==> src/rtl/decode_pkg.sv <==
// Shared definitions for the decode stage: RV32 opcodes, format codes,
// buffer occupancy states and the opcode-to-format helper.
package decode_pkg;

  localparam logic [6:0] OPC_LUI    = 7'b0110111;
  localparam logic [6:0] OPC_AUIPC  = 7'b0010111;
  localparam logic [6:0] OPC_JAL    = 7'b1101111;
  localparam logic [6:0] OPC_JALR   = 7'b1100111;
  localparam logic [6:0] OPC_LOAD   = 7'b0000011;
  localparam logic [6:0] OPC_OP_IMM = 7'b0010011;
  localparam logic [6:0] OPC_STORE  = 7'b0100011;
  localparam logic [6:0] OPC_BRANCH = 7'b1100011;
  localparam logic [6:0] OPC_OP     = 7'b0110011;

  typedef enum logic [2:0] {
    FMT_R = 3'd0,
    FMT_I = 3'd1,
    FMT_S = 3'd2,
    FMT_B = 3'd3,
    FMT_U = 3'd4,
    FMT_J = 3'd5
  } fmt_e;

  // Occupancy of the main/skid register pair.
  typedef enum logic [1:0] {
    ST_EMPTY = 2'd0,
    ST_ONE   = 2'd1,
    ST_FULL  = 2'd2
  } buf_state_e;

  // Unknown opcodes fall back to I-format so fmt/imm stay well defined.
  function automatic fmt_e fmt_of(input logic [6:0] opc);
    fmt_e f;
    case (opc)
      OPC_LUI, OPC_AUIPC:                f = FMT_U;
      OPC_JAL:                           f = FMT_J;
      OPC_JALR, OPC_LOAD, OPC_OP_IMM:    f = FMT_I;
      OPC_STORE:                         f = FMT_S;
      OPC_BRANCH:                        f = FMT_B;
      OPC_OP:                            f = FMT_R;
      default:                           f = FMT_I;
    endcase
    return f;
  endfunction

endpackage

==> src/rtl/imm_gen.sv <==
// Combinational immediate generator: instruction word in, format code and
// sign-extended immediate out. Shared with the branch predictor.
module imm_gen
  import decode_pkg::*;
#(
  parameter int XLEN       = 32,
  parameter int INST_WIDTH = 32
) (
  input  logic [INST_WIDTH-1:0] inst,
  output logic [XLEN-1:0]       imm,
  output fmt_e                  fmt
);

  logic [31:0] imm32_s;

  // Pick the format from the opcode and assemble the 32-bit immediate for it.
  always_comb begin
    fmt     = fmt_of(inst[6:0]);
    imm32_s = 32'd0;
    case (fmt)
      FMT_R:   imm32_s = 32'd0;
      FMT_I:   imm32_s = {{20{inst[31]}}, inst[31:20]};
      FMT_S:   imm32_s = {{20{inst[31]}}, inst[31:25], inst[11:7]};
      FMT_B:   imm32_s = {{19{inst[31]}}, inst[31], inst[7], inst[30:25], inst[11:8], 1'b0};
      FMT_U:   imm32_s = {inst[31:12], 12'd0};
      FMT_J:   imm32_s = {{11{inst[31]}}, inst[31], inst[19:12], inst[20], inst[30:21], 1'b0};
      default: imm32_s = {{20{inst[31]}}, inst[31:20]};
    endcase
  end

  // Every layout carries inst[31] in bit 31, so a signed widen finishes the job.
  assign imm = XLEN'($signed(imm32_s));

endmodule

==> src/rtl/decode_stage.sv <==
// Pipelined RV32I/RV32E decode stage. Decodes the offered instruction,
// flags illegal encodings and buffers results in a main + skid register
// pair so in_ready never depends combinationally on out_ready.
module decode_stage
  import decode_pkg::*;
#(
  parameter int XLEN           = 32,
  parameter int REG_ADDR_WIDTH = 5,
  parameter int INST_WIDTH     = 32
) (
  input  logic                      clk,
  input  logic                      rst_n,
  input  logic                      flush,
  input  logic                      in_valid,
  output logic                      in_ready,
  input  logic [INST_WIDTH-1:0]     inst,
  output logic                      out_valid,
  input  logic                      out_ready,
  output logic [6:0]                op,
  output logic [REG_ADDR_WIDTH-1:0] rd,
  output logic [REG_ADDR_WIDTH-1:0] rs1,
  output logic [REG_ADDR_WIDTH-1:0] rs2,
  output logic [2:0]                funct3,
  output logic [6:0]                funct7,
  output logic [2:0]                fmt,
  output logic [XLEN-1:0]           imm,
  output logic                      illegal
);

  if (INST_WIDTH != 32) begin : g_bad_inst_width
    $error("decode_stage: INST_WIDTH must be 32");
  end
  if (XLEN < 32) begin : g_bad_xlen
    $error("decode_stage: XLEN must be at least 32");
  end

  typedef struct packed {
    logic [6:0]                op;
    logic [REG_ADDR_WIDTH-1:0] rd;
    logic [REG_ADDR_WIDTH-1:0] rs1;
    logic [REG_ADDR_WIDTH-1:0] rs2;
    logic [2:0]                funct3;
    logic [6:0]                funct7;
    fmt_e                      fmt;
    logic [XLEN-1:0]           imm;
    logic                      illegal;
  } dec_t;

  localparam dec_t DEC_RST = '{
    op: 7'd0, rd: '0, rs1: '0, rs2: '0, funct3: 3'd0, funct7: 7'd0,
    fmt: FMT_I, imm: '0, illegal: 1'b0
  };

  logic [6:0]      opc_s;
  logic [2:0]      f3_s;
  logic [6:0]      f7_s;
  logic [XLEN-1:0] gen_imm_s;
  fmt_e            gen_fmt_s;
  logic            enc_bad_s;
  logic            use_rd_s;
  logic            use_rs1_s;
  logic            use_rs2_s;
  logic            reg_bad_s;
  logic            illegal_s;
  dec_t            dec_s;

  buf_state_e state_q, state_d;
  dec_t       m_q, m_d;
  dec_t       s_q, s_d;
  logic       accept_s;
  logic       drain_s;

  assign opc_s = inst[6:0];
  assign f3_s  = inst[14:12];
  assign f7_s  = inst[31:25];

  imm_gen #(
    .XLEN       (XLEN),
    .INST_WIDTH (INST_WIDTH)
  ) u_imm_gen (
    .inst (inst),
    .imm  (gen_imm_s),
    .fmt  (gen_fmt_s)
  );

  // Opcode/funct legality: reject unknown opcodes and reserved funct combos.
  always_comb begin
    enc_bad_s = 1'b0;
    case (opc_s)
      OPC_LUI, OPC_AUIPC, OPC_JAL: enc_bad_s = 1'b0;
      OPC_JALR:   enc_bad_s = (f3_s != 3'b000);
      OPC_BRANCH: enc_bad_s = (f3_s == 3'b010) || (f3_s == 3'b011);
      OPC_LOAD:   enc_bad_s = (f3_s == 3'b011) || (f3_s == 3'b110) || (f3_s == 3'b111);
      OPC_STORE:  enc_bad_s = (f3_s >= 3'b011);
      OPC_OP: begin
        if (f7_s == 7'b0000000) begin
          enc_bad_s = 1'b0;
        end else if (f7_s == 7'b0100000) begin
          enc_bad_s = !((f3_s == 3'b000) || (f3_s == 3'b101));
        end else begin
          enc_bad_s = 1'b1;
        end
      end
      OPC_OP_IMM: begin
        if (f3_s == 3'b001) begin
          enc_bad_s = (f7_s != 7'b0000000);
        end else if (f3_s == 3'b101) begin
          enc_bad_s = !((f7_s == 7'b0000000) || (f7_s == 7'b0100000));
        end else begin
          enc_bad_s = 1'b0;
        end
      end
      default: enc_bad_s = 1'b1;
    endcase
  end

  // Which register fields the format actually reads or writes.
  always_comb begin
    use_rd_s  = 1'b1;
    use_rs1_s = 1'b1;
    use_rs2_s = 1'b0;
    case (gen_fmt_s)
      FMT_R: begin use_rd_s = 1'b1; use_rs1_s = 1'b1; use_rs2_s = 1'b1; end
      FMT_I: begin use_rd_s = 1'b1; use_rs1_s = 1'b1; use_rs2_s = 1'b0; end
      FMT_S, FMT_B: begin use_rd_s = 1'b0; use_rs1_s = 1'b1; use_rs2_s = 1'b1; end
      FMT_U, FMT_J: begin use_rd_s = 1'b1; use_rs1_s = 1'b0; use_rs2_s = 1'b0; end
      default: begin use_rd_s = 1'b1; use_rs1_s = 1'b1; use_rs2_s = 1'b0; end
    endcase
  end

  // A used register index that does not fit REG_ADDR_WIDTH (x16+ on RV32E) is illegal.
  assign reg_bad_s = (use_rd_s  && ((inst[11:7]  >> REG_ADDR_WIDTH) != 5'd0)) ||
                     (use_rs1_s && ((inst[19:15] >> REG_ADDR_WIDTH) != 5'd0)) ||
                     (use_rs2_s && ((inst[24:20] >> REG_ADDR_WIDTH) != 5'd0));

  assign illegal_s = enc_bad_s || reg_bad_s || (inst[1:0] != 2'b11);

  // Assemble the decoded entry; fields are driven even for illegal words.
  always_comb begin
    dec_s         = DEC_RST;
    dec_s.op      = opc_s;
    dec_s.rd      = inst[7  +: REG_ADDR_WIDTH];
    dec_s.rs1     = inst[15 +: REG_ADDR_WIDTH];
    dec_s.rs2     = inst[20 +: REG_ADDR_WIDTH];
    dec_s.funct3  = f3_s;
    dec_s.funct7  = f7_s;
    dec_s.fmt     = gen_fmt_s;
    dec_s.imm     = gen_imm_s;
    dec_s.illegal = illegal_s;
  end

  // Handshake outputs depend only on the registered occupancy state.
  always_comb begin
    out_valid = 1'b0;
    in_ready  = 1'b1;
    case (state_q)
      ST_EMPTY: begin out_valid = 1'b0; in_ready = 1'b1; end
      ST_ONE:   begin out_valid = 1'b1; in_ready = 1'b1; end
      ST_FULL:  begin out_valid = 1'b1; in_ready = 1'b0; end
      default:  begin out_valid = 1'b0; in_ready = 1'b1; end
    endcase
  end

  assign accept_s = in_valid && in_ready;
  assign drain_s  = out_valid && out_ready;

  // Occupancy next state; flush empties the buffer whatever else happens.
  always_comb begin
    state_d = state_q;
    if (flush) begin
      state_d = ST_EMPTY;
    end else begin
      case (state_q)
        ST_EMPTY: state_d = accept_s ? ST_ONE : ST_EMPTY;
        ST_ONE: begin
          if (accept_s && !drain_s) begin
            state_d = ST_FULL;
          end else if (!accept_s && drain_s) begin
            state_d = ST_EMPTY;
          end else begin
            state_d = ST_ONE;
          end
        end
        ST_FULL: state_d = drain_s ? ST_ONE : ST_FULL;
        default: state_d = ST_EMPTY;
      endcase
    end
  end

  // Data movement between input decode, skid and main registers.
  always_comb begin
    m_d = m_q;
    s_d = s_q;
    case (state_q)
      ST_EMPTY: begin
        if (accept_s) begin
          m_d = dec_s;
        end else begin
          m_d = m_q;
        end
      end
      ST_ONE: begin
        if (accept_s && drain_s) begin
          m_d = dec_s;
        end else if (accept_s) begin
          s_d = dec_s;
        end else begin
          m_d = m_q;
        end
      end
      ST_FULL: begin
        if (drain_s) begin
          m_d = s_q;
        end else begin
          m_d = m_q;
        end
      end
      default: begin
        m_d = m_q;
        s_d = s_q;
      end
    endcase
  end

  // Occupancy state register.
  always_ff @(posedge clk or negedge rst_n) begin
    if (!rst_n) begin
      state_q <= ST_EMPTY;
    end else begin
      state_q <= state_d;
    end
  end

  // Main and skid data registers.
  always_ff @(posedge clk or negedge rst_n) begin
    if (!rst_n) begin
      m_q <= DEC_RST;
      s_q <= DEC_RST;
    end else begin
      m_q <= m_d;
      s_q <= s_d;
    end
  end

  assign op      = m_q.op;
  assign rd      = m_q.rd;
  assign rs1     = m_q.rs1;
  assign rs2     = m_q.rs2;
  assign funct3  = m_q.funct3;
  assign funct7  = m_q.funct7;
  assign fmt     = m_q.fmt;
  assign imm     = m_q.imm;
  assign illegal = m_q.illegal;

endmodule

==> config.mk <==
export PLATFORM = sky130hd
export DESIGN_NAME = decode_stage
export DESIGN_NICKNAME = d
export VERILOG_FILES = /design/src/rtl/decode_pkg.sv /design/src/rtl/imm_gen.sv /design/src/rtl/decode_stage.sv
export SDC_FILE = /design/constraint.sdc
export NUM_CORES = 1
export LEC_CHECK = 0
export ABC_AREA = 1
export ABC_CLOCK_PERIOD_IN_PS = 2790
export BUFFER_PORTS_ARGS = -buffer_cell sky130_fd_sc_hd__clkbuf_2
export CAP_MARGIN = 20
export CORE_ASPECT_RATIO = 1.1
export CORE_MARGIN = 1
export CORE_UTILIZATION = 50
export CTS_BUF_LIST = sky130_fd_sc_hd__clkbuf_4 sky130_fd_sc_hd__clkbuf_8
export CTS_CLUSTER_SIZE = 30
export DETAILED_ROUTE_END_ITERATION = 6
export PLACE_DENSITY = 0.69
export SLEW_MARGIN = 10
export SYNTH_ARGS = -nofsm -noshare
export SYNTH_HDL_FRONTEND = slang
export SYNTH_SLANG_ARGS = --single-unit
==> constraint.sdc <==
create_clock -name clk -period 2.79 [get_ports clk]
set_clock_uncertainty 0.05 [all_clocks]
set_input_delay 0.4185 -clock clk [delete_from_list [all_inputs] [get_ports clk]]
set_output_delay 0.4185 -clock clk [all_outputs]
set_load 0.005 [all_outputs]
# Word level (Yosys, flattened, before mapping)

Index checks and enable logic that the tools add are counted.

Eq/ne operators: 26
Bitwise operators: 1
Mux-type cells: 19
Reduce and logical (&&, ||, !) cells: 27
Magnitude comparators: 1

Operators with widths:

| cell                 | count |
|---|---|
| $mux W68             | 3 |
| $pmux W68 S3         | 1 |
| $pmux W32 S5         | 1 |
| $eq A7 B6 Y1 const B | 4 |
| $eq A7 B7 Y1 const B | 3 |
| $eq A3 B3 Y1 const B | 5 |
| $pmux W3 S5          | 1 |
| $eq A7 B5 Y1 const B | 2 |
| $eq A3 B2 Y1 const B | 4 |
| $mux W1              | 8 |
| $ne A2 B2 Y1 const B | 4 |
| $eq A7 B2 Y1 const B | 1 |
| $logic_not A7 Y1     | 1 |
| $pmux W1 S7          | 1 |
| $reduce_bool A7 Y1   | 1 |
| $logic_not A3 Y1     | 2 |
| $logic_or A1 B1 Y1   | 6 |
| $mux W2              | 3 |
| $pmux W2 S3          | 1 |
| $reduce_bool A3 Y1   | 2 |
| $logic_and A1 B1 Y1  | 5 |
| $logic_not A1 Y1     | 4 |
| $reduce_and A4 Y1    | 1 |
| $reduce_or A2 Y1     | 2 |
| 8 further kinds      | 8 |

Input bits: 37
Bits in registers: 138
Word-level logic and storage cells: 93
Output and inout bits: 70

# Longest topological paths before layout

Depth after elaboration: 9
Depth in mapped cells: 13

# Cells and area by module

Synthesis repeated with hierarchy kept, for this count alone.

Cell total of the unflattened synthesis: 931
Area, all modules: 6,959.2 sq um

By module, submodules not included:

| module       | area an instance (sq um) | cells each | instances | seq. area each (sq um) |
|---|---|---|---|---|
| decode_stage | 6,032.0                  | 730        | 1         | 3,455.8 |
| imm_gen      | 927.1                    | 201        | 1         | 0.0 |

# Least setup slack after synthesis

OpenSTA, ideal clock, no wires.

Path kind: flip-flop to flip-flop
Start point: register state_q[0]
End point: register s_q[29] in the netlist's numbering
Cell stages (with the launch flop): 13
Setup time: 0.082 ns
Slack: 0.539 ns
Required time: 2.658 ns
Arrival: 2.119 ns
Clock period less this slack: 2.251 ns
Path through: dfrtp_1 > inv_1 > ha_1 > buf_2 > clkbuf_1 > nor2_1 > ha_1 > nand2_1 > inv_1 > clkbuf_1 > buf_1 > nor2_1 > a31oi_1

Word-level cells in the longest chain between the ends: 7
Elaborated cells on any way between the ends: 10
Classes of those cells: eq/ne: 2; mux: 2; bitwise: 1; reduce/logical: 5

Ends and longest elaborated chain:

| element                                             | RTL line                                 | RTL |
|---|---|---|
| start, declared                                     | decode_stage.sv:67                       | `buf_state_e state_q, state_d;` |
| start signal, assigned                              | decode_stage.sv:230                      | `state_q <= state_d;` |
| $eq A2 B1 Y1 / $eq A2 B2 Y1 (equally long branches) | decode_stage.sv:156, decode_stage.sv:194 |  |
| $reduce_or A2 Y1 (no line)                          | n/a                                      |  |
| $mux W1                                             | decode_stage.sv:156                      | `case (state_q)` |
| $logic_and A1 B1 Y1                                 | decode_stage.sv:165                      | `assign drain_s = out_valid && out_ready;` |
| $logic_and A1 B1 Y1                                 | decode_stage.sv:203                      | `if (accept_s && drain_s) begin` |
| $not A1 Y1 (no line)                                | n/a                                      |  |
| $reduce_and A3 Y1 (no line) (*)                     | n/a                                      |  |
| end signal, assigned                                | decode_stage.sv:238                      | `s_q <= DEC_RST;` |
| end signal, assigned                                | decode_stage.sv:241                      | `s_q <= s_d;` |
| end, declared                                       | decode_stage.sv:69                       | `dec_t s_q, s_d;` |

Every way passes the cells marked *; elsewhere a longest branch is shown, timed or not.
A chain may end at the register's enable or synchronous reset.

# Final worst setup path

Start point: register state_q[0]
End point: output port in_ready

Word-level cells in the longest chain between the ends: 2

Ends and longest elaborated chain:

| element       | RTL line            | RTL |
|---|---|---|
| $eq A2 B2 Y1  | decode_stage.sv:156 |  |
| $mux W1       | decode_stage.sv:156 |  |
| end, declared | decode_stage.sv:15  | `output logic in_ready,` |

No other way between the ends.

==> results_dict.tcl <==
set metrics [dict create \
    drt_iter0_drc 491 \
    vias 5882 \
    status "finished, violations left" \
    portBuffers 106 \
    synth_top_area_frac 0.520 \
    core_area_um2 12700 \
    worstSkewPairLatency_ns 0.44 \
    final_cell_area_um2 7580 \
    synthAdderAreaFrac 0.0115 \
    slew_headroom 0.531 \
    wirelength_um 16700 \
    slew_violations 0 \
    critPathMaxFanout 92 \
    dr.pass1.iters 7 \
    drc 18 \
    ys_seq_area_frac 0.528 \
    yosys_warnings 0 \
    ys_seq_elements 138 \
    cap_viol_max_count 0 \
    syn_area_um2 6540 \
    grt_max_degree 93 \
    wl_per_cell_um 15.4 \
    overflow 0 \
    grt_pass1_wl_um 27300 \
    drive_gt1_frac 0.194 \
    gr-usage-all-layers 0.257 \
    antennaDiodeCount 0 \
    ios 107 \
    antenna_found_initial 0 \
    synthFlopType "dfrtp_1" \
    cp_slowest_cell "dfrtp_1" \
    area_growth_pct 15.8 \
    synth_common_cells "265 x nand2_1, 145 x nor2_1, 136 x dfrtp_1, 53 x a31oi_1, 31 x inv_1" \
    hold_path.class "in2reg" \
    ctsLongestPathBuffers 2 \
    synth-compound-area-share 0.0996 \
    ys_top_cells_by_area "dfrtp_1 52%, nand2_1 15%, nor2_1 8.3%" \
    worstSetupPathType "reg2out" \
    place_hpwl_um 11100 \
    post-route-period-util 0.836 \
    nFillCells 1144 \
    place_congestion 0.863 \
    fin_setup_tns_ns 0 \
    rsz0062_at_grt "false" \
    avgSynthCellArea_um2 7.93 \
    die_h_um 122 \
    cp_cell_sequence "inv_1, ha_1, inv_2, buf_12, clkbuf_2" \
    violations "design-rule violations" \
    synth_edf_count 0 \
    leakage_nw 3.93 \
    arrival_ns 1.86 \
    worst_pin_slew_ns 0.704 \
    cts-root-buf "clkbuf_8" \
    crit_path_end_kind "output pin" \
    yosysTopAreaCell "dfrtp_1" \
    synthCells 825 \
    worstPathRequired_ns 2.32 \
    max_freq_mhz 429 \
    synth_xor_area_frac 0 \
    r2r_slack_ns 0.51 \
    yosysUniqueCellTypes 31 \
    synthArstFlopShare 1.00 \
    p_per_area_nw_per_um2 847 \
    drtAntennaViolNets 0 \
    worst_setup_path_start_kind "flip-flop" \
    vdd_ir_drop_max_v 0.000389 \
    cts-htree-levels 4 \
    die_w_um 111 \
    initial_core_util 0.515 \
    cts_tree "done" \
    rows 43 \
    grt_pass1_vias 5576 \
    dieArea_um2 13500 \
    cts.sinks 138 \
    cts_made_buffers 17 \
    post_dp_cell_area_um2 7180 \
    synth_simple_gate_area_frac 0.302 \
    setup_violations 0 \
    synth_top_family_by_area "simple AND/OR/NAND/NOR gates" \
    cp_slowest_stage_delay_ns 0.38 \
    min_period_ns 2.33 \
    synth_nets 868 \
    muxShareOfSynthArea 0 \
    cts_resized 0 \
    final-hold-violation-count 0 \
    clk_pin_slew_worst_paths_ns 0.08 \
    synth.most_common_cell "nand2_1" \
    viasPerCell 5.43 \
    final_nets 956 \
]
## final timing paths
check / from / to / cells past startpoint
worst max-delay path: state_q[0] / in_ready / 5
worst min-delay path: inst[19] / s_q[55] / 3
worst max register to register: state_q[0] / fmt[1] / 11
worst min register to register: imm[15] / imm[15] / 2
max in group asynchronous: rst_n / op[6] / 3
min in group asynchronous: rst_n / op[0] / 2
## metrics by stage
stage          worst slack, ns  power, W  hold WS [ns]  instances  utilization
6_report                 0.459   0.00642         0.166       1083        0.597
2_1_floorplan            0.539   0.00409        0.0729        825            -
3_5_place_dp             0.571   0.00486         0.416       1050        0.566
3_3_place_gp             0.647   0.00476         0.412       1050        0.566
5_1_grt                  0.288   0.00685         0.156       1083        0.597
4_1_cts                  0.471   0.00647         0.154       1083        0.597
## kinds of logic after synthesis
| kind of cell | count (synthesis) |
|---|---|
| and+or+nand+nor | 481 |
| DFF | 138 |
| AOI/OAI and AO/OA | 112 |
| buffers and inverters | 88 |
| adders and majority gates | 6 |
## critical path: cells and delay by family, from the launching register on
| kind | cells | cell delay (ns) |
|---|---|---|
| fa+ha+maj | 1 | 0.28 |
| buf+inv | 4 | 0.71 |
| flops | 1 | 0.38 |
## metal layers
layer / up-vias / global-route usage / wire [um]
met5: - / 0 / 0
met3: 21 / 0.0547 / 1080
met1: 2798 / 0.350 / 7410
met4: 0 / 0.0921 / 261
met2: 229 / 0.409 / 7940
li1: 2834 / - / -
## state kept, by name, summed over array words and instances, names as in the netlist
register  flops
fmt           3
imm          32
funct7        7
state_q       2
rd            5
rs1           5
funct3        3
op            7
rs2           5
illegal       1
s_q          68
## cell usage in the layout (no fill, tap or decap), drive strengths merged
master,n
ha,6
nand2,273
o22ai,1
o2111ai,1
inv,37
o31ai,6
nand3,31
nor3,20
or2,1
clkbuf,125
a31oi,53
dfstp,2
clkinv,7
buf,14
nor2,151
bufinv,2
clkinvlp,3
o211ai,2
nand4,5
dlygate4sd3,1
o21ai,37
a21oi,12
dfrtp,136
## timing repair
action | 4_1_cts | 5_1_grt
endpoints found under the hold margin | 71 | 0
buffers inserted | 0 | 0
hold buffers | 1 | 0
## power breakdown
group | internal (W) | leakage [nW] | switching, W
registers | 0.00275 | 1.64 | 0.000447
clock network | 0.000831 | 0.195 | 0.000769
logic | 0.000708 | 2.10 | 0.000922
## layout make-up
type                       instances  area [um^2]  area share
clock buffer                      20          263      0.0347
clock inverter                    12          125      0.0165
inverter                          37          139      0.0183
multi-input combinational        599         2710       0.357
sequential                       138         3460       0.456
tap                              157          196      0.0259
timing repair buffer             120          694      0.0916
No activity file was read; power rests on OpenSTA's default activity.
